## src/rtl/display_pkg.sv

```systemverilog
// Shared types and tile layout for the display BRAM write path.
// tile_base() maps a tile index onto its byte base, size and validity.
package display_pkg;

  localparam int NUM_TILES = 22;

  localparam logic [13:0] T0_BASE   = 14'h0000;
  localparam logic [10:0] T0_SIZE   = 11'd784;
  localparam logic [13:0] TM_BASE   = 14'h0320;
  localparam logic [13:0] TM_STRIDE = 14'h0240;
  localparam logic [10:0] TM_SIZE   = 11'd576;
  localparam logic [13:0] TS_BASE   = 14'h2720;
  localparam logic [13:0] TS_STRIDE = 14'h0040;
  localparam logic [10:0] TS_SIZE   = 11'd64;
  localparam logic [13:0] TL_BASE   = 14'h2820;
  localparam logic [10:0] TL_SIZE   = 11'd10;

  typedef enum logic [1:0] {FILL, ARMED, SWAP} sched_state_t;

  typedef struct packed {
    logic [13:0] base;
    logic [10:0] size;
    logic        valid;
  } tile_info_t;

  function automatic tile_info_t tile_base(input logic [7:0] tile);
    tile_info_t  ti;
    logic [13:0] t14;
    t14 = {6'd0, tile};
    ti  = '0;
    if (tile == 8'd0) begin
      ti.base = T0_BASE; ti.size = T0_SIZE; ti.valid = 1'b1;
    end else if (tile <= 8'd16) begin
      ti.base = TM_BASE + (t14 - 14'd1) * TM_STRIDE; ti.size = TM_SIZE; ti.valid = 1'b1;
    end else if (tile <= 8'd20) begin
      ti.base = TS_BASE + (t14 - 14'd17) * TS_STRIDE; ti.size = TS_SIZE; ti.valid = 1'b1;
    end else if (tile == 8'(NUM_TILES - 1)) begin
      ti.base = TL_BASE; ti.size = TL_SIZE; ti.valid = 1'b1;
    end
    return ti;
  endfunction

endpackage

```

## src/rtl/rr_arbiter.sv

```systemverilog
// Round-robin arbiter: one-hot grant to the first request at or after ptr.
// The pointer moves past the winner on every grant and holds otherwise.
module rr_arbiter #(
  parameter int N  = 4,
  parameter int IW = (N > 1) ? $clog2(N) : 1
) (
  input  logic          clk,
  input  logic          rst,
  input  logic [N-1:0]  req,
  output logic [N-1:0]  grant,
  output logic [IW-1:0] grant_idx
);

  logic [IW-1:0] ptr;
  logic          found;
  int            idx;

  always_comb begin
    grant     = '0;
    grant_idx = '0;
    found     = 1'b0;
    idx       = 0;
    for (int k = 0; k < N; k++) begin
      idx = int'(ptr) + k;
      if (idx >= N) idx = idx - N;
      if (!found && req[idx]) begin
        found      = 1'b1;
        grant[idx] = 1'b1;
        grant_idx  = IW'(idx);
      end
    end
  end

  always_ff @(posedge clk) begin
    if (rst)
      ptr <= '0;
    else if (found)
      ptr <= (int'(grant_idx) == N - 1) ? '0 : grant_idx + 1'b1;
  end

endmodule

```

## src/rtl/display_bram_scheduler.sv

```systemverilog
// Write-side scheduler for the double-buffered display tile BRAM: arbitrates
// producer writes into the hidden bank and swaps banks on sof once all are done.
module display_bram_scheduler
  import display_pkg::*;
#(
  parameter int NREQ      = 4,
  parameter int TILE_BITS = 5,
  parameter int OFFS_BITS = 10,
  parameter int BANK_BIT  = 14
) (
  input  logic                      clk,
  input  logic                      rst,
  input  logic [NREQ-1:0]           req_valid,
  output logic [NREQ-1:0]           req_ready,
  input  logic [NREQ*TILE_BITS-1:0] req_tile,
  input  logic [NREQ*OFFS_BITS-1:0] req_offs,
  input  logic [NREQ*8-1:0]         req_data,
  input  logic [NREQ-1:0]           req_last,
  input  logic                      sof,
  output logic                      wr_en,
  output logic [15:0]               wr_addr,
  output logic [7:0]                wr_data,
  output logic                      disp_bank,
  output logic [NREQ-1:0]           done_mask,
  output logic                      err_tile,
  output logic                      err_oob
);

  localparam int IW = (NREQ > 1) ? $clog2(NREQ) : 1;

  sched_state_t         state, state_nxt;
  logic [NREQ-1:0]      arb_req, grant, done_nxt;
  logic [IW-1:0]        gidx;
  logic                 accept, oob;
  logic [TILE_BITS-1:0] sel_tile;
  logic [OFFS_BITS-1:0] sel_offs;
  logic [7:0]           sel_data;
  tile_info_t           ti;
  logic [13:0]          sum;
  logic [15:0]          addr_d;

  // Finished producers and every non-FILL state are masked out of arbitration.
  assign arb_req   = req_valid & ~done_mask & {NREQ{(state == FILL) && !rst}};
  assign req_ready = grant;
  assign accept    = |grant;

  rr_arbiter #(.N(NREQ), .IW(IW)) u_arb (
    .clk       (clk),
    .rst       (rst),
    .req       (arb_req),
    .grant     (grant),
    .grant_idx (gidx)
  );

  always_comb begin
    sel_tile = req_tile[gidx*TILE_BITS +: TILE_BITS];
    sel_offs = req_offs[gidx*OFFS_BITS +: OFFS_BITS];
    sel_data = req_data[gidx*8 +: 8];
    ti       = tile_base(8'(sel_tile));
    oob      = 32'(sel_offs) >= 32'(ti.size);
    sum      = ti.base + 14'(sel_offs);
    addr_d   = '0;
    addr_d[13:0]     = sum;
    addr_d[BANK_BIT] = ~disp_bank;
    done_nxt = done_mask | (grant & req_last);
  end

  always_comb begin
    state_nxt = state;
    case (state)
      FILL:    if (&done_nxt) state_nxt = ARMED;
      ARMED:   if (sof)       state_nxt = SWAP;
      SWAP:                   state_nxt = FILL;
      default:                state_nxt = FILL;
    endcase
  end

  always_ff @(posedge clk) begin
    if (rst) state <= FILL;
    else     state <= state_nxt;
  end

  always_ff @(posedge clk) begin
    if (rst) begin
      wr_en     <= 1'b0;
      wr_addr   <= '0;
      wr_data   <= '0;
      err_tile  <= 1'b0;
      err_oob   <= 1'b0;
      disp_bank <= 1'b0;
      done_mask <= '0;
    end else begin
      wr_en <= accept && ti.valid && !oob;
      if (accept) begin
        wr_addr <= addr_d;
        wr_data <= sel_data;
      end
      if (accept && !ti.valid)       err_tile <= 1'b1;
      if (accept && ti.valid && oob) err_oob  <= 1'b1;
      if (state == SWAP) begin
        disp_bank <= ~disp_bank;
        done_mask <= '0;
      end else begin
        done_mask <= done_nxt;
      end
    end
  end

endmodule

```

## config.mk

```make
export PLATFORM = sky130hd
export DESIGN_NAME = display_bram_scheduler
export DESIGN_NICKNAME = d
export VERILOG_FILES = /design/src/rtl/display_pkg.sv /design/src/rtl/rr_arbiter.sv /design/src/rtl/display_bram_scheduler.sv
export SDC_FILE = /design/constraint.sdc
export NUM_CORES = 1
export LEC_CHECK = 0
export ABC_CLOCK_PERIOD_IN_PS = 15400
export BUFFER_PORTS_ARGS = -buffer_cell sky130_fd_sc_hd__buf_2
export CAP_MARGIN = 20
export CELL_PAD_IN_SITES_DETAIL_PLACEMENT = 2
export CELL_PAD_IN_SITES_GLOBAL_PLACEMENT = 2
export CORE_UTILIZATION = 30
export DETAILED_ROUTE_END_ITERATION = 8
export PLACE_DENSITY_LB_ADDON = 0.08
export SLEW_MARGIN = 10
export SYNTH_ARGS = -nofsm -noshare
export SYNTH_HDL_FRONTEND = slang
export SYNTH_SLANG_ARGS = --single-unit
```

## constraint.sdc

```tcl
create_clock -name clk -period 15.4 [get_ports clk]
set_input_delay 1.54 -clock clk [delete_from_list [all_inputs] [get_ports clk]]
set_output_delay 1.54 -clock clk [all_outputs]
set_load 0.01 [all_outputs]
```

* Word-level counts from Yosys, hierarchy flattened
Index checks and enable logic that the tools add are counted.
** Cells by class
- Magnitude comparators :: 15
- Multiply operators :: 3
- Reductions and logical operators :: 24
- $add $sub $neg :: 13
- Bitwise gates (word level) :: 9
- Divide/modulo/power cells :: 0
- Muxes and demuxes :: 44
- Equal/unequal tests :: 6
- Shift-type cells :: 3
** Operators by type and width (number)
- $ge 32x1->1 const B :: 4
- $lt 32x4->1 const B :: 4
- $mux 32 :: 4
- $mux 26 :: 4
- $ge 32x4->1 const B :: 3
- $sub 32x4->32 const B :: 3
- $shiftx 40x7->10 :: 1
- $shiftx 32x6->8 :: 1
- $shiftx 20x6->5 :: 1
- $mux 1 :: 16
- $mux 4 :: 4
- $or 4x4->4 :: 4
- $add 10x14->14 const A :: 1
- $add 14x10->14 :: 1
- $add 14x14->14 const A :: 1
- $mul 14x4->8 const B :: 1
- $mux 2 :: 7
- $and 4x4->4 :: 3
- $logic_and 1x1->1 :: 12
- $ge 10x11->1 :: 1
- $le 5x5->1 const B :: 2
- $mul 2x3->5 const B :: 2
- $bmux 1 s2 :: 4
- $demux 1 s2 :: 4
- 22 further kinds :: 29
** Word-level totals
- Flip-flop bits (word level) :: 35
- ROM bits :: 0
- Bits in latches :: 0
- Memories kept :: 0
- RAM bits :: 0
- Logic and storage cells :: 126
- Output and inout bits :: 36
- Input bits :: 103

* Longest topological paths before layout
Gate-level depths: netlist (run 1).
- Word-level depth :: 26
- Mapped depth :: 28

* Hierarchy
From an unflattened synthesis (run 1), not the netlist that was laid out.
** Unflattened totals
- Cell total of the unflattened synthesis :: 393
- Area, all modules :: 3558.4 um2
** By module, submodules not included
- display_bram_scheduler :: cells an instance 327, times used 1, area an instance 2991.6 um2
- rr_arbiter :: cells an instance 66, times used 1, area an instance 566.8 um2

* Worst setup path after synthesis (run 1)
OpenSTA, ideal clock, no wires.
- Kind :: input-to-reg
- Start :: input port rst
- End :: register wr_addr[13]
- Data required time :: 15.321 ns
- Arrival :: 5.975 ns
- Setup slack :: 9.346 ns
- Library setup time :: 0.079 ns
- Path buffers :: 2
- Stages on the path :: 22
- Cells stage by stage :: or3_1 -> buf_2 -> buf_2 -> a21oi_2 -> nand3_1 -> o32a_1 -> a211o_1 -> and2_1 -> nor2_1 -> nand2_1 -> nor2_1 -> xnor2_1 -> ha_1 -> ha_1 -> fa_1 -> xnor2_1 -> nor2_1 -> o31ai_2 -> or4_1 -> nor4bb_1 -> a2111o_1 -> o211ai_1
** Between the ends
- Word-level cells in the longest chain between the ends :: 24
** Ends and longest elaborated chain
- start: declaration :: RTL line display_bram_scheduler.sv:12 : input logic rst,
- $logic_not 1->1 :: RTL line display_bram_scheduler.sv:43 : assign arb_req = req_valid & ~done_mask & {NREQ{(state == FILL) && !rst}};
- $logic_and 1x1->1 :: RTL line display_bram_scheduler.sv:43
- $and 4x4->4 :: RTL line display_bram_scheduler.sv:43
- $bmux 1 s2 :: RTL line rr_arbiter.sv:26 : if (!found && req[idx]) begin
- $mux 1 (implied by the code) (2 in series) :: RTL line rr_arbiter.sv:26
- $mux 1 :: RTL line rr_arbiter.sv:26
- $logic_not 1->1 :: RTL line rr_arbiter.sv:26
- $logic_and 1x1->1 :: RTL line rr_arbiter.sv:26
- [... 7 more ...]
- $mul 2x3->5 :: RTL line display_bram_scheduler.sv:56, display_bram_scheduler.sv:57
- $shiftx 20x6->5 :: RTL line display_bram_scheduler.sv:56 : sel_tile = req_tile[gidx*TILE_BITS +: TILE_BITS];
- $sub 5x1->6, or another cell as far along :: RTL line display_pkg.sv:34 : ti.base = TM_BASE + (t14 - 14'd1) * TM_STRIDE; ti.size = TM_SIZE; ti.valid = 1'b1;
- $mul 14x4->8, or another cell as far along :: RTL line display_pkg.sv:34
- $add 10x14->14 / $mux 26 (equally long branches) :: RTL line display_pkg.sv:34, display_pkg.sv:35
- $mux 26 :: RTL line display_pkg.sv:33 : end else if (tile <= 8'd16) begin
- $mux 26 :: RTL line display_pkg.sv:31 : if (tile == 8'd0) begin
- $add 14x10->14 :: RTL line display_bram_scheduler.sv:61 : sum = ti.base + 14'(sel_offs);
- end signal: assignment :: RTL line display_bram_scheduler.sv:95 : wr_addr <= addr_d;
- end: declaration :: RTL line display_bram_scheduler.sv:21 : output logic [15:0] wr_addr,
Several ways; a longest one is shown, not always the timed one. The select of a mux whose other input is x is not followed.
A chain may end at the register's enable or synchronous reset.

* Final worst setup path (run 1)
Same ends and word-level chain as after synthesis.

==> results of run 1 <==
logic make-up (layout without fill, tap and decap cells):
family / count (synthesis) / after routing / share of synthesized area
adder cells (fa/ha/maj): 28 / 28 / 0.0931
XOR/XNOR: 11 / 11 / 0.0280
buffers and inverters: 49 / 167 / 0.0580
AND/OR/NAND/NOR: 197 / 197 / 0.270
flip-flops: 35 / 35 / 0.178
AO/OA/AOI/OAI: 166 / 166 / 0.307
other: 1 / 1 / 0.000955
multiplexers: 21 / 21 / 0.0641
path summary, 6_finish.rpt:
check	cells after the start	startpoint	slack (ns)	end
max	18	rst	8.21	wr_addr[13]$_SDFFE_PP0P_
min	2	err_tile$_SDFFE_PP0P_	0.47	err_tile$_SDFFE_PP0P_
max reg2reg	20	u_arb.ptr[1]$_SDFFE_PP0P_	8.47	wr_addr[13]$_SDFFE_PP0P_
min reg2reg	2	err_tile$_SDFFE_PP0P_	0.47	err_tile$_SDFFE_PP0P_
metal layers:
| metal | up-vias | track usage | share of wire |
|---|---|---|---|
| met5 | - | 0 | 0 |
| met4 | 0 | 0.0607 | 0.015 |
| met3 | 20 | 0.0441 | 0.053 |
| met2 | 135 | 0.426 | 0.49 |
| met1 | 2153 | 0.286 | 0.44 |
| li1 | 2128 | - | - |
sequential cells by signal, summed over array words and instances, names as in the netlist:
name and cells:
disp_bank 1, done_mask 4, err_oob 1, err_tile 1, state 2, u_arb.ptr 2
wr_addr 15, wr_data 8, wr_en 1
cell usage after synthesis (all sizes together) (9+ instances only):
library cell	n
a211oi	21
a21o	9
a21oi	37
a311oi	10
a31oi	9
and2	21
buf	15
clkbuf	17
dfxtp	35
ha	26
inv	17
mux2i	15
nand2	50
nand3	11
nor2	51
nor2b	10
nor3	12
o21ai	23
layout make-up:
cell class,count,area (µm²),share of cell area
Multi-Input combinational cell,424,3020,0.614
Clock inverter,3,67.6,0.0138
Clock buffer,5,125,0.0255
Tap cell,172,215,0.0438
Inverter,17,66.3,0.0135
Sequential cell,35,701,0.143
Timing Repair Buffer,142,723,0.147
through the flow:
step                 util  worst slack [ns]  power, µW  area (µm²)  std cells
CTS                 0.388              8.16       1530        4910        798
global route        0.388              7.78       1650        4910        798
detailed placement  0.373              7.91       1360        4720        790
finish              0.388              8.21       1510        4910        798
floorplan               -              9.35       1050        3930        508
global placement    0.373              8.11       1310        4720        790
worst register-to-register path, delay by kind of cell (launching register included):
family	cells	cell delay, ns
compound gates	5	1.31
buf+inv	2	0.45
simple gates	5	1.52
flops	1	0.72
fa+ha+maj	4	1.47
xor+xnor	2	0.34
mux	2	1.04
power by group through the flow:
stage / Combinational (µW) / Clock, µW / Sequential (µW)
6_report: 1230 / 134 / 144
5_1_grt: 1370 / 140 / 147
4_1_cts: 1250 / 137 / 144
3_5_place_dp: 1210 / 0 / 145
3_3_place_gp: 1170 / 0 / 144
2_1_floorplan: 900 / 0 / 151
==> impl_metrics.tcl, run 1 <==
set metrics [dict create \
    status "finished, final reports clean" \
    synth-seq-area-share 0.178 \
    grt_remaining_overflow 0 \
    cts-hold-fix-buffers 0 \
    route.detailed.drc 0 \
    yosysWarnings 0 \
    fin_setup_tns_ns 0 \
    p_seq_frac 0.095 \
    crit_required_ns 15.61 \
    relSlewSlack 0.527 \
    synth_seq_cells 35 \
    cts-root-buf "clkbuf_16" \
    grt_start_max_net_pins 41 \
    cts_tree "built" \
    drt_iter0_drc 169 \
    synth_edf_count 0 \
    synth_ff_type "dfxtp_1" \
    path_class "in2reg" \
    final-setup-viol-count 0 \
    clock_latency_ns 0.28 \
    grt.total_usage 0.236 \
    p_switching_uw 812 \
    antenna_found_initial 0 \
    post-cts-setup-buffer-count 0 \
    period_needed_ns 7.19 \
    end_kind "register" \
    layout-drive-gt1-share 0.294 \
    power_frac_comb 0.816 \
    vias 4436 \
    area_delta_synth_final_pct 25.1 \
    port_buffers 137 \
    path_cells "buf_2 -> or3_1 -> o22ai_1 -> o32ai_2 -> or2_4 -> mux2i_2 -> nor2_1 -> xnor2_1 -> ha_1 -> ha_1 -> fa_1 -> xnor2_1 -> nor2_1 -> o31ai_2 -> or4_1 -> nor4bb_1 -> a2111o_1 -> o211ai_1" \
    core-area_um2 12700 \
    ant_nets 0 \
    wire_per_inst_um 19.8 \
    die_h_um 116 \
    internal-power_uw 699 \
    hold_viol_final 0 \
    cp.arrival_ns 7.40 \
    final_nets 756 \
    insertedDiodeCount 0 \
    vdd_drop_max_uv 116 \
    fp.dieArea_um2 13500 \
    dr.pass1.iters 4 \
    fin_crit_sh 0.467 \
    skew_ns 0.00568 \
    rows 41 \
    hold_class "reg2reg" \
    clock_sinks 35 \
    gp_congestion 0.832 \
    crit_slowest_cell "or3_1" \
    critPathBufInv 1 \
    synth_top_cell_area_share 0.178 \
    clock_power_share 0.089 \
    initial_core_util 0.310 \
    pwr_density_cell_nw_per_um2 307 \
    mostFrequentLayoutCells "137 x buf_2, 50 x nand2_1, 50 x nor2_1, 35 x a21oi_1, 35 x dfxtp_1" \
    p_sw_frac 0.538 \
    drt-total-wl_um 15800 \
    detail_route.vias_per_cell 5.56 \
    yosysTopAreaCell "dfxtp_1" \
    drv_slew 0 \
    die_x_um 116 \
    fmax_mhz 139 \
    netlist_area_um2 3930 \
    grt_pass1_vias 4717 \
    dp_hpwl_um 12300 \
    crit_family "simple AND/OR/NAND/NOR gates" \
    syn-num-nets 639 \
    cts_buffers 5 \
    fillers 1514 \
    timing.hold.ws_ns 0.467 \
    syn_area_per_cell_um2 7.73 \
    grt_setup_unrepaired "no" \
    ctsResizeCount 0 \
    startpoint_type "primary input" \
    synth_cell_type_count 86 \
    async_flop_share 0 \
    ios 139 \
    tightestPinTransition_ns 0.709 \
    p_leak_uw 0.00226 \
    synth_area_leaders "dfxtp_1 18%, ha_1 8.3%, nand2_1 4.8%, nor2_1 4.8%, a21oi_1 4.6%" \
    grt_pass1_wl_um 24700 \
    max_cap_viol_count 0 \
    path_clk_slew_ns 0.06 \
    clock_path_buffers 2 \
    cts_max_level 2 \
    syn_inst 508 \
    worstPathMaxFanout 39 \
    layout_commonest_cell "buf_2" \
    cpPeakStageDelay_ns 0.66 \
]
No activity file was read; power rests on OpenSTA's default activity.
==> inputs of run 2 (changes only) <==
--- a/config.mk
+++ b/config.mk
@@ -5,12 +5,12 @@
 export SDC_FILE = /design/constraint.sdc
 export NUM_CORES = 1
 export LEC_CHECK = 0
-export ABC_CLOCK_PERIOD_IN_PS = 15400
+export ABC_CLOCK_PERIOD_IN_PS = 6970
 export BUFFER_PORTS_ARGS = -buffer_cell sky130_fd_sc_hd__buf_2
 export CAP_MARGIN = 20
 export CELL_PAD_IN_SITES_DETAIL_PLACEMENT = 2
 export CELL_PAD_IN_SITES_GLOBAL_PLACEMENT = 2
-export CORE_UTILIZATION = 30
+export CORE_UTILIZATION = 28
 export DETAILED_ROUTE_END_ITERATION = 8
 export PLACE_DENSITY_LB_ADDON = 0.08
 export SLEW_MARGIN = 10
==> constraint.sdc (replaced) <==
create_clock -name clk -period 6.97 [get_ports clk]
set_input_delay 0.697 -clock clk [delete_from_list [all_inputs] [get_ports clk]]
set_output_delay 0.697 -clock clk [all_outputs]
set_load 0.01 [all_outputs]
==> run 2 against run 1 <==
Against the previous run: utilization shrank 2.2 points; global-route usage shrank 1.1 points; clock power grew 97%; largest cell class unchanged; register-to-register slack lost 7.8 ns; non-clock buffer count grew 4.
==> impl_metrics.tcl, run 2 (synthesis gave the netlist of run 1 again) <==
set metrics [dict create \
    status "finished, final reports clean" \
    pwr_density_cell_nw_per_um2 664 \
    grt.total_usage 0.225 \
    fin_setup_tns_ns 0 \
    clock_sinks 35 \
    grt_remaining_overflow 0 \
    gp_congestion 0.875 \
    insertedDiodeCount 0 \
    path_clk_slew_ns 0.06 \
    fmax_mhz 159 \
    dr.pass1.iters 4 \
    clock_path_buffers 2 \
    min_path_cells 2 \
    fillers 1657 \
    rows 42 \
    ff2ff_path_depth 22 \
    core-area_um2 13500 \
    port_buffers 137 \
    worstPathMaxFanout 15 \
    relSlewSlack 0.355 \
    route.detailed.drc 0 \
    period_needed_ns 6.29 \
    tightestPinTransition_ns 0.960 \
    fin_crit_sh 0.903 \
    hold_class "reg2reg" \
    drt_iter0_drc 125 \
    ios 139 \
    power_frac_comb 0.821 \
    final-setup-viol-count 0 \
    path_class "reg2reg" \
    grt_pass1_wl_um 25600 \
    cts_max_level 2 \
    drt-total-wl_um 15900 \
    end_kind "register" \
    fp.dieArea_um2 14500 \
    top_register "wr_addr" \
    cp.arrival_ns 6.50 \
    grt_setup_unrepaired "no" \
    p_leak_uw 0.00227 \
    p_seq_frac 0.098 \
    grt_pass1_vias 4772 \
    postLayoutSetupSlackWorst_ns 0.678 \
    antenna_found_initial 0 \
    detail_route.vias_per_cell 5.53 \
    hold_viol_final 0 \
    initial_core_util 0.292 \
    cts-hold-fix-buffers 0 \
    layout-drive-gt1-share 0.300 \
    vias 4454 \
    largest_reg_flops 15 \
    cts_buffers 5 \
    clock_latency_ns 0.29 \
    die_x_um 120 \
    startpoint_type "register" \
    p_switching_uw 1750 \
    clock_power_share 0.081 \
    internal-power_uw 1520 \
    cts_tree "built" \
    crit_required_ns 7.18 \
    timing.hold.ws_ns 0.475 \
    max_cap_viol_count 0 \
    mostFrequentLayoutCells "137 x buf_2, 50 x nand2_1, 50 x nor2_1, 35 x a21oi_1, 34 x dfxtp_1" \
    place_ws_ns 0.454 \
    wire_per_inst_um 19.7 \
    reg_top3 "wr_addr (15), wr_data (8), done_mask (4)" \
    grt_start_max_net_pins 33 \
    p_sw_frac 0.535 \
    die_h_um 120 \
    drv_slew 0 \
    vdd_drop_max_uv 198 \
    area_delta_synth_final_pct 25.5 \
    dp_hpwl_um 12900 \
    layout_commonest_cell "buf_2" \
    ant_nets 0 \
    skew_ns 0.00809 \
    cts-root-buf "clkbuf_16" \
    final_nets 760 \
]
[run 2: cell count changes in the layout (fill, tap and decap cells not counted)]
cell,change
dfxtp_2,+1
buf_4,+4
clkinv_4,+1
clkinv_2,+1
bufinv_16,-1
dfxtp_1,-1
clkinvlp_4,-1
[run 2: path summary, 6_finish.rpt]
path | start | to | slack (ns)
max | u_arb.ptr[1]$_SDFFE_PP0P_ | wr_addr[13]$_SDFFE_PP0P_ | 0.68
min | err_tile$_SDFFE_PP0P_ | err_tile$_SDFFE_PP0P_ | 0.48
max reg2reg | u_arb.ptr[1]$_SDFFE_PP0P_ | wr_addr[13]$_SDFFE_PP0P_ | 0.68
min reg2reg | err_tile$_SDFFE_PP0P_ | err_tile$_SDFFE_PP0P_ | 0.48
[run 2: what timing repair did]
action | in CTS | in global routing
setup endpoints to repair | 0 | 1
buffers inserted | 0 | 0
gates resized for setup | 0 | 1
[run 2: final cells by class]
| class | instances | area (µm²) | share of cell area |
|---|---|---|---|
| clock buffers | 5 | 125 | 0.0254 |
| clock inverters | 3 | 43.8 | 0.00889 |
| inverters | 17 | 66.3 | 0.0135 |
| multi-input cells | 424 | 3020 | 0.612 |
| flip-flops and latches | 35 | 702 | 0.142 |
| well taps | 176 | 220 | 0.0447 |
| repair buffers | 146 | 753 | 0.153 |
[run 2: worst max-delay path: stages (launching register included)]
cell and delay (ns):
dfxtp_2 0.50, inv_1 0.21, ha_1 0.52, inv_1 0.15
mux4_2 0.51, o22ai_1 0.16, o32ai_2 0.55, o211ai_1 0.27
and2_1 0.26, nor2_1 0.17, nand2_1 0.15, nor2_1 0.15
xnor2_1 0.13, ha_1 0.26, ha_1 0.23, fa_1 0.39
xnor2_1 0.18, nor2_1 0.15, o31ai_2 0.10, or4_1 0.53
nor4bb_1 0.15, a2111o_1 0.40, o211ai_1 0.09
[run 2: power by group through the flow]
stage	sequential [µW]	combinational [µW]	clock [µW]
after floorplan	333	1990	0
after global placement	322	2600	0
after detailed placement	325	2700	0
after CTS	322	2730	270
after global routing	329	2990	279
final	321	2690	264
[run 2: metrics by stage]
| stage | util | total power (µW) | instance area [µm²] | instances |
|---|---|---|---|---|
| after global placement | 0.354 | 2920 | 4760 | 798 |
| final | 0.366 | 3270 | 4930 | 806 |
| after global routing | 0.366 | 3600 | 4930 | 806 |
| after detailed placement | 0.354 | 3030 | 4760 | 798 |
| after CTS | 0.366 | 3320 | 4920 | 806 |
| after floorplan | - | 2320 | 3930 | 508 |
[run 2: layer usage]
| layer | track usage | share of wire | vias up |
|---|---|---|---|
| met5 | 0 | 0 | - |
| met4 | 0.0710 | 0.021 | 0 |
| met3 | 0.0439 | 0.059 | 25 |
| met2 | 0.382 | 0.47 | 141 |
| met1 | 0.285 | 0.45 | 2152 |
| li1 | - | - | 2136 |
==> inputs of run 3 (changes only) <==
--- a/config.mk
+++ b/config.mk
@@ -5,13 +5,14 @@
 export SDC_FILE = /design/constraint.sdc
 export NUM_CORES = 1
 export LEC_CHECK = 0
-export ABC_CLOCK_PERIOD_IN_PS = 6970
+export ABC_CLOCK_PERIOD_IN_PS = 5480
 export BUFFER_PORTS_ARGS = -buffer_cell sky130_fd_sc_hd__buf_2
 export CAP_MARGIN = 20
 export CELL_PAD_IN_SITES_DETAIL_PLACEMENT = 2
 export CELL_PAD_IN_SITES_GLOBAL_PLACEMENT = 2
-export CORE_UTILIZATION = 28
+export CORE_UTILIZATION = 25
 export DETAILED_ROUTE_END_ITERATION = 8
+export GPL_TIMING_DRIVEN = 0
 export PLACE_DENSITY_LB_ADDON = 0.08
 export SLEW_MARGIN = 10
 export SYNTH_ARGS = -nofsm -noshare
==> constraint.sdc (replaced) <==
create_clock -name clk -period 5.48 [get_ports clk]
set_input_delay 0.548 -clock clk [delete_from_list [all_inputs] [get_ports clk]]
set_output_delay 0.548 -clock clk [all_outputs]
set_load 0.01 [all_outputs]
==> run 3 against run 2 <==
Against the previous run: the flow now finishes with violations (setup timing); combinational power is 62% higher; die area is 12% higher; first-iteration DRC count is 11% higher; setup slack worse by 0.69 ns; global-route usage hardly changed; clock power is 21% higher; critical endpoint unchanged; largest cell class unchanged; largest power group unchanged.
==> impl_metrics.tcl, run 3 (synthesis gave the netlist of run 1 again) <==
set metrics [dict create \
    largest_reg_flops 15 \
    p_seq_frac 0.080 \
    core-area_um2 15300 \
    wire_per_inst_um 20.4 \
    internal-power_uw 2440 \
    end_kind "register" \
    area_delta_synth_final_pct 45.1 \
    utilization 0.373 \
    postLayoutSetupSlackWorst_ns -0.0133 \
    cts_buffers 5 \
    route.detailed.drc 0 \
    p_leak_uw 0.00255 \
    mostFrequentLayoutCells "139 x buf_2, 47 x nand2_1, 45 x nor2_1, 36 x buf_4, 33 x dfxtp_1" \
    ios 139 \
    rows 45 \
    dr.pass1.iters 4 \
    fin_crit_sh 1.00 \
    fp.dieArea_um2 16200 \
    hold_viol_final 0 \
    grt_setup_unrepaired "yes" \
    final_nets 817 \
    startpoint_type "register" \
    hold_class "reg2reg" \
    clock_sinks 35 \
    fmax_mhz 182 \
    multiInputGateArea_um2 3320 \
    cts-root-buf "clkbuf_16" \
    vdd_drop_max_uv 302 \
    clock_path_buffers 2 \
    cts_tree "built" \
    clock_latency_ns 0.28 \
    clock_power_share 0.063 \
    seq_area_um2 708 \
    insertedDiodeCount 0 \
    p_sw_frac 0.521 \
    tightestPinTransition_ns 1.18 \
    grt_remaining_overflow 0 \
    path_clk_slew_ns 0.06 \
    grt_pass1_vias 5121 \
    cp.arrival_ns 5.69 \
    crit_required_ns 5.68 \
    vias 4727 \
    detail_route.vias_per_cell 5.27 \
    dp_hpwl_um 14000 \
    layout_commonest_cell "buf_2" \
    die_h_um 127 \
    gp_congestion 0.827 \
    drv_slew 0 \
    drt-total-wl_um 18300 \
    cts_max_level 2 \
    relSlewSlack 0.205 \
    cts-hold-fix-buffers 0 \
    timing.hold.ws_ns 0.454 \
    path_class "reg2reg" \
    max_cap_viol_count 0 \
    period_needed_ns 5.49 \
    status "finished with violations" \
    top_register "wr_addr" \
    drt_iter0_drc 139 \
    p_switching_uw 2650 \
    grt_pass1_wl_um 28200 \
    die_x_um 127 \
    antenna_found_initial 1 \
    grt.total_usage 0.225 \
    initial_core_util 0.257 \
    final-setup-viol-count 1 \
    layout-drive-gt1-share 0.391 \
    skew_ns 0.00590 \
    ant_nets 0 \
    reg_top3 "wr_addr (15), wr_data (8), done_mask (4)" \
    violations "setup timing" \
    grt_start_max_net_pins 12 \
    worstPathMaxFanout 6 \
    port_buffers 137 \
    pwr_density_cell_nw_per_um2 893 \
    power_frac_comb 0.857 \
    fillers 1770 \
]
run 3: changes by cell type in the layout (fill, tap and decap cells not counted), sizes merged:
| cell | delta |
|---|---|
| clkinvlp | +1 |
| clkbuf | +18 |
| clkinv | -2 |
| buf | +40 |
| inv | -1 |
run 3: routing by layer:
metal / global-route usage / vias to the layer above / share of wire
li1: - / 2251 / -
met1: 0.276 / 2326 / 0.44
met2: 0.413 / 133 / 0.50
met3: 0.0302 / 15 / 0.045
met4: 0.0560 / 2 / 0.013
met5: 0 / - / 0.00055
run 3: through the flow:
stage               power, µW  instance area, µm²  instances  setup slack [ns]  TNS (ns)
detailed placement       4040                4940        857            -0.912     -4.73
global placement         3910                4930        856             -1.18     -7.36
finish                   5090                5700        897           -0.0133   -0.0133
global route             5510                5700        897            -0.236    -0.259
CTS                      4990                5630        894           0.00451         0
floorplan                2990                3980        508            0.0110         0
run 3: worst max-delay path: stages (launching register included):
cell	delay, ns
dfxtp_4	0.40
inv_8	0.04
clkbuf_16	0.14
ha_4	0.23
buf_8	0.13
or3b_4	0.40
a221o_1	0.37
and3_4	0.20
buf_6	0.13
a32oi_1	0.16
o211ai_1	0.15
and2_4	0.22
nor2_4	0.15
nand2_4	0.09
buf_4	0.14
nand2_2	0.14
ha_4	0.24
ha_1	0.29
a21o_1	0.16
a21oi_2	0.16
xnor2_2	0.17
nand2_1	0.13
or4_4	0.55
nor4bb_4	0.17
a2111o_1	0.35
o211ai_1	0.10
run 3: repair_timing:
item | CTS | global route
resized for setup | 62 | 15
pin swaps | 29 | 11
buffers inserted | 31 | 5
cloned | 0 | 0
setup endpoints to repair | 9 | 4
run 3: path summary, 6_finish.rpt:
path                            depth (start not counted)                       end                      start  slack, ns
worst max register to register                         25  wr_addr[13]$_SDFFE_PP0P_  u_arb.ptr[0]$_SDFFE_PP0P_      -0.01
worst min register to register                          2  wr_addr[10]$_SDFFE_PP0P_   wr_addr[10]$_SDFFE_PP0P_       0.45
worst max-delay path                                   25  wr_addr[13]$_SDFFE_PP0P_  u_arb.ptr[0]$_SDFFE_PP0P_      -0.01
worst min-delay path                                    2  wr_addr[10]$_SDFFE_PP0P_   wr_addr[10]$_SDFFE_PP0P_       0.45
run 3: final cells by class:
| cell class | instances | area share |
|---|---|---|
| plain buffers | 29 | 0.0334 |
| clock buffers | 6 | 0.0226 |
| clock inverters | 1 | 0.00527 |
| inverters | 17 | 0.0136 |
| multi-input cells | 424 | 0.583 |
| flip-flops and latches | 35 | 0.124 |
| well taps | 211 | 0.0463 |
| repair buffers | 174 | 0.171 |
run 3: power by group through the flow:
stage | registers, µW | logic, µW | clock network, µW
after floorplan | 425 | 2560 | 0
after global placement | 401 | 3510 | 0
after detailed placement | 405 | 3630 | 0
after CTS | 402 | 4260 | 330
after global routing | 420 | 4750 | 340
final | 409 | 4360 | 320
